<file path="src/rtl/ysyx_23060184_defs_pkg.sv">
// ---------------------------------------------------------------------------
// ysyx_23060184_defs
// Shared definitions for the ysyx_23060184 core.
//   ifu_state_e  : instruction fetch unit FSM states (3-bit encoding)
//   RESP_OKAY    : AXI4-Lite read response value meaning success
//   IFU_RESET_PC : default architectural PC after reset
// ---------------------------------------------------------------------------
package ysyx_23060184_defs;

    typedef enum logic [2:0] {
        IFU_IDLE     = 3'd0,
        IFU_AR       = 3'd1,
        IFU_R        = 3'd2,
        IFU_HOLD     = 3'd3,
        IFU_WAIT_NPC = 3'd4,
        IFU_HALT     = 3'd5
    } ifu_state_e;

    localparam logic [1:0]  RESP_OKAY    = 2'b00;
    localparam logic [31:0] IFU_RESET_PC = 32'h8000_0000;

endpackage

</file>
<file path="src/rtl/ysyx_23060184_Reg.sv">
// ---------------------------------------------------------------------------
// ysyx_23060184_Reg
// Generic register with write enable and asynchronous active-low reset to a
// parameterised value.
//   i_clk    : clock, captures on rising edge
//   i_rst_n  : asynchronous active-low reset, loads RESET_VAL
//   i_wen    : write enable
//   i_din    : data to capture when i_wen is high
//   o_dout   : registered value
// ---------------------------------------------------------------------------
module ysyx_23060184_Reg #(
    parameter int               WIDTH     = 32,
    parameter logic [WIDTH-1:0] RESET_VAL = '0
) (
    input  logic             i_clk,
    input  logic             i_rst_n,
    input  logic             i_wen,
    input  logic [WIDTH-1:0] i_din,
    output logic [WIDTH-1:0] o_dout
);

    logic [WIDTH-1:0] r_q;

    always_ff @(posedge i_clk or negedge i_rst_n) begin
        if (!i_rst_n) begin
            r_q <= RESET_VAL;
        end else if (i_wen) begin
            r_q <= i_din;
        end
    end

    assign o_dout = r_q;

endmodule

</file>
<file path="src/rtl/ysyx_23060184_ifu.sv">
// ---------------------------------------------------------------------------
// ysyx_23060184_ifu
// Instruction fetch unit: holds the PC, fetches one instruction at a time
// over an AXI4-Lite-style read channel and hands it to decode with a
// valid/ready handshake. The next fetch address comes from the next-PC stage.
//   clk, resetn        : clock / asynchronous active-low reset
//   npc, npc_valid     : next PC from the next-PC stage
//   imem_ar*           : read address channel (address = pc)
//   imem_r*            : read data channel
//   pc, inst           : PC and instruction presented to decode
//   inst_valid/ready   : handshake with decode
//   fetch_err          : sticky fault flag, unit is halted while set
// All outputs come from registers or from the state register alone.
// ---------------------------------------------------------------------------
module ysyx_23060184_ifu
    import ysyx_23060184_defs::*;
#(
    parameter int                    DATA_WIDTH = 32,
    parameter logic [DATA_WIDTH-1:0] RESET_PC   = IFU_RESET_PC
) (
    input  logic                  clk,
    input  logic                  resetn,
    input  logic [DATA_WIDTH-1:0] npc,
    input  logic                  npc_valid,
    output logic                  imem_arvalid,
    output logic [DATA_WIDTH-1:0] imem_araddr,
    input  logic                  imem_arready,
    input  logic                  imem_rvalid,
    input  logic [DATA_WIDTH-1:0] imem_rdata,
    input  logic [1:0]            imem_rresp,
    output logic                  imem_rready,
    output logic [DATA_WIDTH-1:0] pc,
    output logic [DATA_WIDTH-1:0] inst,
    output logic                  inst_valid,
    input  logic                  inst_ready,
    output logic                  fetch_err
);

    ifu_state_e            r_state;
    ifu_state_e            w_state_next;
    logic [DATA_WIDTH-1:0] r_inst;
    logic                  r_fetch_err;
    logic [DATA_WIDTH-1:0] w_pc;
    logic                  w_pc_wen;
    logic                  w_inst_wen;
    logic                  w_err_set;

    ysyx_23060184_Reg #(
        .WIDTH     (DATA_WIDTH),
        .RESET_VAL (RESET_PC)
    ) u_pc_reg (
        .i_clk   (clk),
        .i_rst_n (resetn),
        .i_wen   (w_pc_wen),
        .i_din   (npc),
        .o_dout  (w_pc)
    );

    always_ff @(posedge clk or negedge resetn) begin
        if (!resetn) begin
            r_state <= IFU_IDLE;
        end else begin
            r_state <= w_state_next;
        end
    end

    // A misaligned npc or an error response halts fetch permanently; pc is
    // only written on an aligned npc so it still names the last good fetch.
    always_comb begin
        w_state_next = r_state;
        w_pc_wen     = 1'b0;
        w_inst_wen   = 1'b0;
        w_err_set    = 1'b0;
        case (r_state)
            IFU_IDLE: begin
                w_state_next = IFU_AR;
            end
            IFU_AR: begin
                if (imem_arready) begin
                    w_state_next = IFU_R;
                end
            end
            IFU_R: begin
                if (imem_rvalid) begin
                    if (imem_rresp == RESP_OKAY) begin
                        w_inst_wen   = 1'b1;
                        w_state_next = IFU_HOLD;
                    end else begin
                        w_err_set    = 1'b1;
                        w_state_next = IFU_HALT;
                    end
                end
            end
            IFU_HOLD: begin
                if (inst_ready) begin
                    w_state_next = IFU_WAIT_NPC;
                end
            end
            IFU_WAIT_NPC: begin
                if (npc_valid) begin
                    if (npc[1:0] == 2'b00) begin
                        w_pc_wen     = 1'b1;
                        w_state_next = IFU_AR;
                    end else begin
                        w_err_set    = 1'b1;
                        w_state_next = IFU_HALT;
                    end
                end
            end
            IFU_HALT: begin
                w_state_next = IFU_HALT;
            end
            default: begin
                w_state_next = IFU_IDLE;
            end
        endcase
    end

    always_ff @(posedge clk or negedge resetn) begin
        if (!resetn) begin
            r_inst      <= '0;
            r_fetch_err <= 1'b0;
        end else begin
            if (w_inst_wen) begin
                r_inst <= imem_rdata;
            end
            if (w_err_set) begin
                r_fetch_err <= 1'b1;
            end
        end
    end

    // Handshake outputs are pure state decodes, so arvalid and rready can
    // never overlap and nothing combinational leaks from inputs.
    assign imem_arvalid = (r_state == IFU_AR);
    assign imem_rready  = (r_state == IFU_R);
    assign inst_valid   = (r_state == IFU_HOLD);
    assign imem_araddr  = w_pc;
    assign pc           = w_pc;
    assign inst         = r_inst;
    assign fetch_err    = r_fetch_err;

endmodule

</file>
<file path="config.mk">
export PLATFORM = sky130hd
export DESIGN_NAME = ysyx_23060184_ifu
export DESIGN_NICKNAME = d
export VERILOG_FILES = /design/src/rtl/ysyx_23060184_defs_pkg.sv /design/src/rtl/ysyx_23060184_Reg.sv /design/src/rtl/ysyx_23060184_ifu.sv
export SDC_FILE = /design/constraint.sdc
export NUM_CORES = 1
export LEC_CHECK = 0
export CAP_MARGIN = 15
export CORE_MARGIN = 2
export CORE_UTILIZATION = 42
export DETAILED_ROUTE_END_ITERATION = 7
export GPL_TIMING_DRIVEN = 0
export PLACE_DENSITY = 0.88
export SYNTH_ARGS = -nofsm -noshare
export SYNTH_HDL_FRONTEND = slang
export SYNTH_SLANG_ARGS = --single-unit
</file>
<file path="constraint.sdc">
create_clock -name clk -period 4.3 [get_ports clk]
set_input_delay 0.86 -clock clk [delete_from_list [all_inputs] [get_ports clk]]
set_output_delay 0.86 -clock clk [all_outputs]
set_load 0.01 [all_outputs]
</file>
# Word-level counts from Yosys, hierarchy flattened
# Cells that the tools add are included.
[totals]
ff_bits = 68
input_bits = 72
output_inout_bits = 100
wordCells = 35
[op_classes]
eq_ne = 9
n_mux = 18
n_reduce_logical = 4
[ops]
columns = ["cell", "n"]
rows = [
  ["$mux 3", 6],
  ["$pmux 3 s6", 1],
  ["$mux 1", 10],
  ["$eq 3x2->1 const B", 2],
  ["$eq 3x3->1 const B", 2],
  ["$logic_not 2->1", 2],
  ["$ne 2x1->1 const B", 2],
  ["$ne 2x2->1 const B", 2],
  ["$reduce_and 4->1", 1],
  ["$eq 3x1->1 const B", 1],
  ["$logic_not 3->1", 1],
  ["$pmux 1 s2", 1],
]

# Logic depth before layout (Yosys ltp)
# Gate-level depths: netlist (run 1).
[logic_depth]
word_depth = 4
depth_mapped = 5
depth_no_buf = 3

# Modules after synthesis
# Synthesis (run 1) repeated with hierarchy kept, for this count alone.
[unflattened]
hier_cells = 200
area_unflattened_um2 = 3195.6
[by_module_without_submodules]
columns = ["mod", "instances", "cells_each", "area_per_inst_um2", "seq_area_each_um2"]
rows = [
  ["ysyx_23060184_ifu", 1, 132, 1849.3, 900.9],
  ["ysyx_23060184_Reg", 1, 68, 1346.3, 802.0],
]

# Worst setup path after synthesis (run 1)
# No wires, ideal clock.
[synth_timing]
kind = "input port to flip-flop"
startpoint = "input port npc_valid"
endpoint = "register u_pc_reg.r_q[10] (netlist: u_pc_reg.o_dout[10])"
setup_time_ns = 0.125
t_arrival_ns = 1.662
required_ns = 4.175
path_slack_ns = 2.512
stages = 4
n_path_buf = 1
path_cell_list = "and4bb_1 > nand2_2 > buf_6 > mux2_4"
[synth_via]
elab_chain_cells = 2
[synth_rtl]
columns = ["item", "line_no", "text"]
rows = [
  ["from (decl)", "ysyx_23060184_ifu.sv:24", "input logic npc_valid,"],
  ["$mux 1", "ysyx_23060184_ifu.sv:100", "if (npc_valid) begin"],
  ["$mux 1", "ysyx_23060184_ifu.sv:74", "case (r_state)"],
  ["to (signal assigned)", "ysyx_23060184_Reg.sv:28", "r_q <= i_din;"],
  ["to (decl)", "ysyx_23060184_Reg.sv:22", "logic [WIDTH-1:0] r_q;"],
]
# Every way passes these cells.
# A chain may end at the register's enable or synchronous reset.

# Worst setup path in the final report (run 1)
[layout_timing]
startpoint = "register r_state[0]"
endpoint = "output port imem_arvalid"
[layout_via]
elab_chain_cells = 1
[layout_rtl]
columns = ["item", "line_no", "text"]
rows = [
  ["from (decl)", "ysyx_23060184_ifu.sv:39", "ifu_state_e r_state;"],
  ["from (signal assigned)", "ysyx_23060184_ifu.sv:63", "r_state <= w_state_next;"],
  ["$eq 3x1->1", "ysyx_23060184_ifu.sv:135", "assign imem_arvalid = (r_state == IFU_AR);"],
  ["to (decl)", "ysyx_23060184_ifu.sv:25", "output logic imem_arvalid,"],
]
# Every way passes these cells.

==> results of run 1 <==
[final timing paths]
path,start,endpoint,slack [ps]
worst min register to register,fetch_err,fetch_err,490
worst min-delay path,fetch_err,fetch_err,490
min in group asynchronous,resetn,u_pc_reg.o_dout[26],610
worst max-delay path,r_state[0],imem_arvalid,1700
max in group asynchronous,resetn,inst[25],3120
worst max register to register,r_state[0],u_pc_reg.o_dout[15],2700
[per-layer routing]
layer | track usage, % | share of wire (%) | vias up
li1 | - | - | 1012
met1 | 23.0 | 42 | 1039
met2 | 31.6 | 50 | 121
met3 | 4.51 | 7.1 | 11
met4 | 7.44 | 1.7 | 0
met5 | 0 | 0 | -
[through the flow]
| step | utilization (%) | cells | hold slack, ps | cell area [um^2] | worst slack, ps |
|---|---|---|---|---|---|
| after floorplan | - | 199 | 510 | 3140 | 2510 |
| after global placement | 68.6 | 469 | 467 | 4970 | 145 |
| after detailed placement | 68.5 | 469 | 487 | 4970 | 1930 |
| after CTS | 71.5 | 485 | 504 | 5190 | 1680 |
| after global routing | 71.5 | 485 | 528 | 5190 | 1580 |
| final | 71.5 | 485 | 490 | 5190 | 1700 |
[worst max-delay path: cells and delay by family (launching register included)]
kind	cells	cell delay (ps)
AND/OR/NAND/NOR	1	280
buffers and inverters	2	800
flip-flops	1	320
[cell type report]
class / count / area [um^2]
Multi-Input combinational cell: 87 / 1100
Clock inverter: 5 / 75.1
Inverter: 3 / 11.3
Tap cell: 99 / 124
Clock buffer: 11 / 141
Fill cell: 491 / 2070
Sequential cell: 68 / 1700
Timing Repair Buffer: 171 / 1710
Buffer: 41 / 323
[sequential cells by signal (all words and copies together), names as in the netlist]
register         cells
inst                32
u_pc_reg.o_dout     32
r_state              3
fetch_err            1
[layout by cell type, fill, tap and decap left out, drive strengths merged]
cell type	count
inv	3
nand2b	1
bufinv	2
clkdlybuf4s50	170
nand2	4
o21ai	3
dfstp	1
mux2	62
nor3b	2
o22ai	1
nor2	3
buf	42
o41ai	1
a221oi	1
and2	2
clkbuf	11
a32o	1
nand3	1
o21a	1
a31o	1
clkinv	3
dfrtp	67
and4bb	1
and3	1
o311ai	1
[logic make-up after synthesis]
family          Yosys count  synth area share (%)
compound gates           10                  2.35
buf+inv                  44                  10.6
flops                    68                  54.3
mux                      62                  29.2
simple gates             15                  3.51
[power by group through the flow]
stage	registers, mW	logic [mW]	clock network (mW)
2_1_floorplan	1.21	0.708	0
5_1_grt	1.16	1.85	0.615
3_3_place_gp	1.11	1.73	0
4_1_cts	1.12	1.77	0.587
3_5_place_dp	1.12	1.77	0
6_report	1.12	1.76	0.570
==> flow_summary.ini, run 1 <==
[routing]
via_count = 2183
wl_um = 7460
firstDrtPassIters = 4
drc = 0
drt_iter0_markers = 57
wl_per_cell_um = 15.4
ant_nets = 0
vias_per_cell = 4.50

[timing]
rsz0062_at_grt = no
clock.fmax_ghz = 0.385
setup_viol = 0
worstMarginPinSlew_ps = 843
maxSlewHeadroom_pct = 43.8
skew_ps = 7.98
maxSlewViolCount = 0
hold_viol = 0
setup_tns_ps = 0
post-route-min-period_ps = 2600
fin_crit_sh_pct = 60.4

[flow_run]
maxCapViolCount = 0

[critical_path]
crit_arrival_ps = 1740
critPathKind = reg2out
worstSetupStartpointType = register
endpoint_kind = output port
cp_cell_sequence = buf_2 -> nor3b_1 -> clkdlybuf4s50_1
timing.critical_path.fanout_max = 10
slowest_stage = clkdlybuf4s50_1
critPathMaxStageDelay_ps = 600
rr_worst_depth = 5
worst_ep_required_time_ps = 3440

[cells_and_area]
nets = 453
syn_to_final_growth_pct = 65.3
n_antenna_cell = 0
drive_gt1_share_pct = 30.8

[synthesis]
synth_seq_cells = 68
synth_commonest_cells = dfrtp_1 (67), mux2_4 (58), buf_4 (32)
synth_ff_type = dfrtp_1
synthDominantCellAreaShare_pct = 53.5
synth_edf_count = 0
synth_fp_nets = 271
synth.most_common_cell = dfrtp_1
synthesis.area_um2 = 3140
yosysTopAreaCell = dfrtp_1
yosysSeqAreaShare_pct = 54.3
yosysWarnings = 0
syn_inst = 199
ys_types = 27
synth_area_leaders = dfrtp_1 (53%), mux2_4 (28%), buf_4 (7.7%), buf_6 (2.2%), mux2_1 (1.4%)
async_flop_share_pct = 100
synth_area_per_cell_um2 = 15.8

[global_routing]
antenna_found_initial = 0
grt_remaining_overflow = 0
grt_pass1_vias = 2354
grt_pass1_wl_um = 12000
grtUsageTotal_pct = 18.6
grt_start_max_net_pins = 69

[clock_network]
tritoncts = built
cts_sinks = 68
clockBufferDepth = 2
ctsResizeCount = 0
clk_latency_ps = 330
cts-root-buf = clkbuf_8
cts_buffers = 9
h-tree-depth = 3
path_clk_slew_ps = 70
ctsHoldBuffers = 0
cts_setup_buffers = 0

[floorplan]
core-area_um2 = 7250
fp.dieW_um = 90.4
rows = 31
start_util_pct = 43.2
die_y_um = 90.4
pin_count = 172
die-area_um2 = 8180

[outcome]
status = finished clean

[placed_design]
io_buffers = 171
hpwl_um = 5770
place.gp.congestion = 0.800

[power]
p_per_area_nw_per_um2 = 664
pwr-share-seq_pct = 32.4
power_leakage_nw = 2.51
swShare_pct = 28.2
peakVddDrop_mv = 0.297
comb_power_share_pct = 51.0
clkPwrFrac_pct = 16.5
p_int_mw = 2.47
power_mw = 3.44
switchingPower_uw = 970

[hold_path]
min_path_type = reg2reg
whs_path_depth = 2
(Power assumes the default switching activity.)
==> inputs of run 2 (changes only) <==
--- a/config.mk
+++ b/config.mk
@@ -7,10 +7,10 @@
 export LEC_CHECK = 0
 export CAP_MARGIN = 15
 export CORE_MARGIN = 2
-export CORE_UTILIZATION = 42
+export CORE_UTILIZATION = 39
 export DETAILED_ROUTE_END_ITERATION = 7
 export GPL_TIMING_DRIVEN = 0
-export PLACE_DENSITY = 0.88
+export PLACE_DENSITY = 0.83
 export SYNTH_ARGS = -nofsm -noshare
 export SYNTH_HDL_FRONTEND = slang
 export SYNTH_SLANG_ARGS = --single-unit
==> constraint.sdc (replaced) <==
create_clock -name clk -period 2.67 [get_ports clk]
set_input_delay 0.534 -clock clk [delete_from_list [all_inputs] [get_ports clk]]
set_output_delay 0.534 -clock clk [all_outputs]
set_load 0.01 [all_outputs]
==> run 2 against run 1 <==
  * Count of clock-buffer cells in the layout fell by 1
  * Largest power group unchanged
  * Critical path depth did not move
  * Clock power rose by 48%
  * Highest routed layer unchanged
  * Critical endpoint unchanged
  * Final cell count rose by 0.62%
  * Largest cell class unchanged
  * Clock skew rose by 0.98 ps
==> flow_summary.ini, run 2 (same netlist as run 1, synthesis figures left out) <==
[power]
peakVddDrop_mv = 0.502
p_per_area_nw_per_um2 = 1050
power_leakage_nw = 2.49
power_mw = 5.45

[global_routing]
antenna_found_initial = 0
grt_remaining_overflow = 0
grtUsageTotal_pct = 16.8
grt_pass1_vias = 2226
grt_start_max_net_pins = 69
grt_pass1_wl_um = 11400

[placed_design]
place.gp.congestion = 0.725
hpwl_um = 5520
post-place-cells = 472
io_buffers = 171
pre_cts_slack_ps = 647

[cells_and_area]
seqCellArea_um2 = 1700
mostFrequentLayoutCell = clkdlybuf4s50_1
drive_gt1_share_pct = 31.1
multi_input_area_um2 = 1100
utilization_pct = 66.6
fillers = 567
final_cell_mix = clkdlybuf4s50_1 (170), dfrtp_1 (67), mux2_4 (58)
layout.cells.non_filler = 488
syn_to_final_growth_pct = 65.0
n_antenna_cell = 0
nets = 453

[routing]
firstDrtPassIters = 4
ant_nets = 0
via_count = 2161
drt_iter0_markers = 48
wl_per_cell_um = 14.9
drc = 0
vias_per_cell = 4.43
wl_um = 7270

[outcome]
status = finished clean

[critical_path]
critPathMaxStageDelay_ps = 600
critPathKind = reg2out
slowest_stage = clkdlybuf4s50_1
rrSetupSlack_ps = 1070
worstSetupStartpointType = register
rr_worst_depth = 5
endpoint_kind = output port
worst_ep_required_time_ps = 2140
rr_startpoint = r_state[0]
startpoint = r_state[1]
r2r-end = u_pc_reg.o_dout[5]
timing.critical_path.fanout_max = 10
crit_arrival_ps = 1730
cp_cell_sequence = buf_2 -> nor3b_1 -> clkdlybuf4s50_1

[timing]
post-route-min-period_ps = 2260
hold_viol = 0
maxSlewHeadroom_pct = 44.2
setup_viol = 0
rsz0062_at_grt = no
maxSlewViolCount = 0
fin_ws_ps = 406
skew_ps = 8.97
clock.fmax_ghz = 0.442
fin_crit_sh_pct = 84.8
worstMarginPinSlew_ps = 837

[clock_network]
clk_latency_ps = 330
ctsHoldBuffers = 0
path_clk_slew_ps = 70
clockBufferDepth = 2
cts-root-buf = clkbuf_8
cts_buffers = 9
cts_sinks = 68
cts_setup_buffers = 0
tritoncts = built
h-tree-depth = 3
ctsResizeCount = 0

[floorplan]
fp.dieW_um = 93.7
core-area_um2 = 7770
start_util_pct = 40.4
die-area_um2 = 8780
pin_count = 172
die_y_um = 93.7
rows = 32

[flow_run]
maxCapViolCount = 0

[hold_path]
min_path_type = in2async
run 2: changes by cell type in the layout (fill, tap and decap cells not counted), sizes merged:
cell	previous run	this run
bufinv	2	1
clkinvlp	0	2
clkbuf	11	10
run 2: worst max path at each step:
stage,end,slack (ps)
2_1_floorplan,inst[10],1150
3_3_place_gp,inst[29],-1180
3_5_place_dp,u_pc_reg.o_dout[5],650
4_1_cts,imem_arvalid,360
5_1_grt,imem_arvalid,270
6_report,imem_arvalid,410
run 2: critical path: cells and delay by family (launching register included):
family                 cells  cell delay (ps)
DFF                        1              360
and+or+nand+nor            1              280
buffers and inverters      2              770
run 2: metal layers:
metal	routed length (um)	track usage, %	up-vias
met5	0	0	-
met4	89	6.28	0
met3	434	3.93	8
met2	3760	28.1	90
met1	2980	21.2	1046
li1	-	-	1017
run 2: layout make-up:
class                   count  share of cell area [%]
inverters                   3                   0.218
multi-input cells          87                    21.3
clock inverters             6                    1.23
clock buffers              10                    2.66
flip-flops and latches     68                    32.9
repair buffers            171                    33.0
well taps                 102                    2.47
plain buffers              41                    6.24
run 2: where the power goes:
| group | internal [mW] | total (mW) | switching, mW |
|---|---|---|---|
| Clock | 0.455 | 0.844 | 0.389 |
| Sequential | 1.48 | 1.78 | 0.298 |
| Combinational | 1.95 | 2.83 | 0.876 |
run 2: stage by stage:
stage | instance area [um^2] | hold slack, ps | TNS, ps
6_report | 5170 | 306 | 0
5_1_grt | 5170 | 369 | 0
3_3_place_gp | 4980 | 475 | -79220
4_1_cts | 5170 | 329 | 0
3_5_place_dp | 4970 | 479 | 0
2_1_floorplan | 3140 | 238 | 0
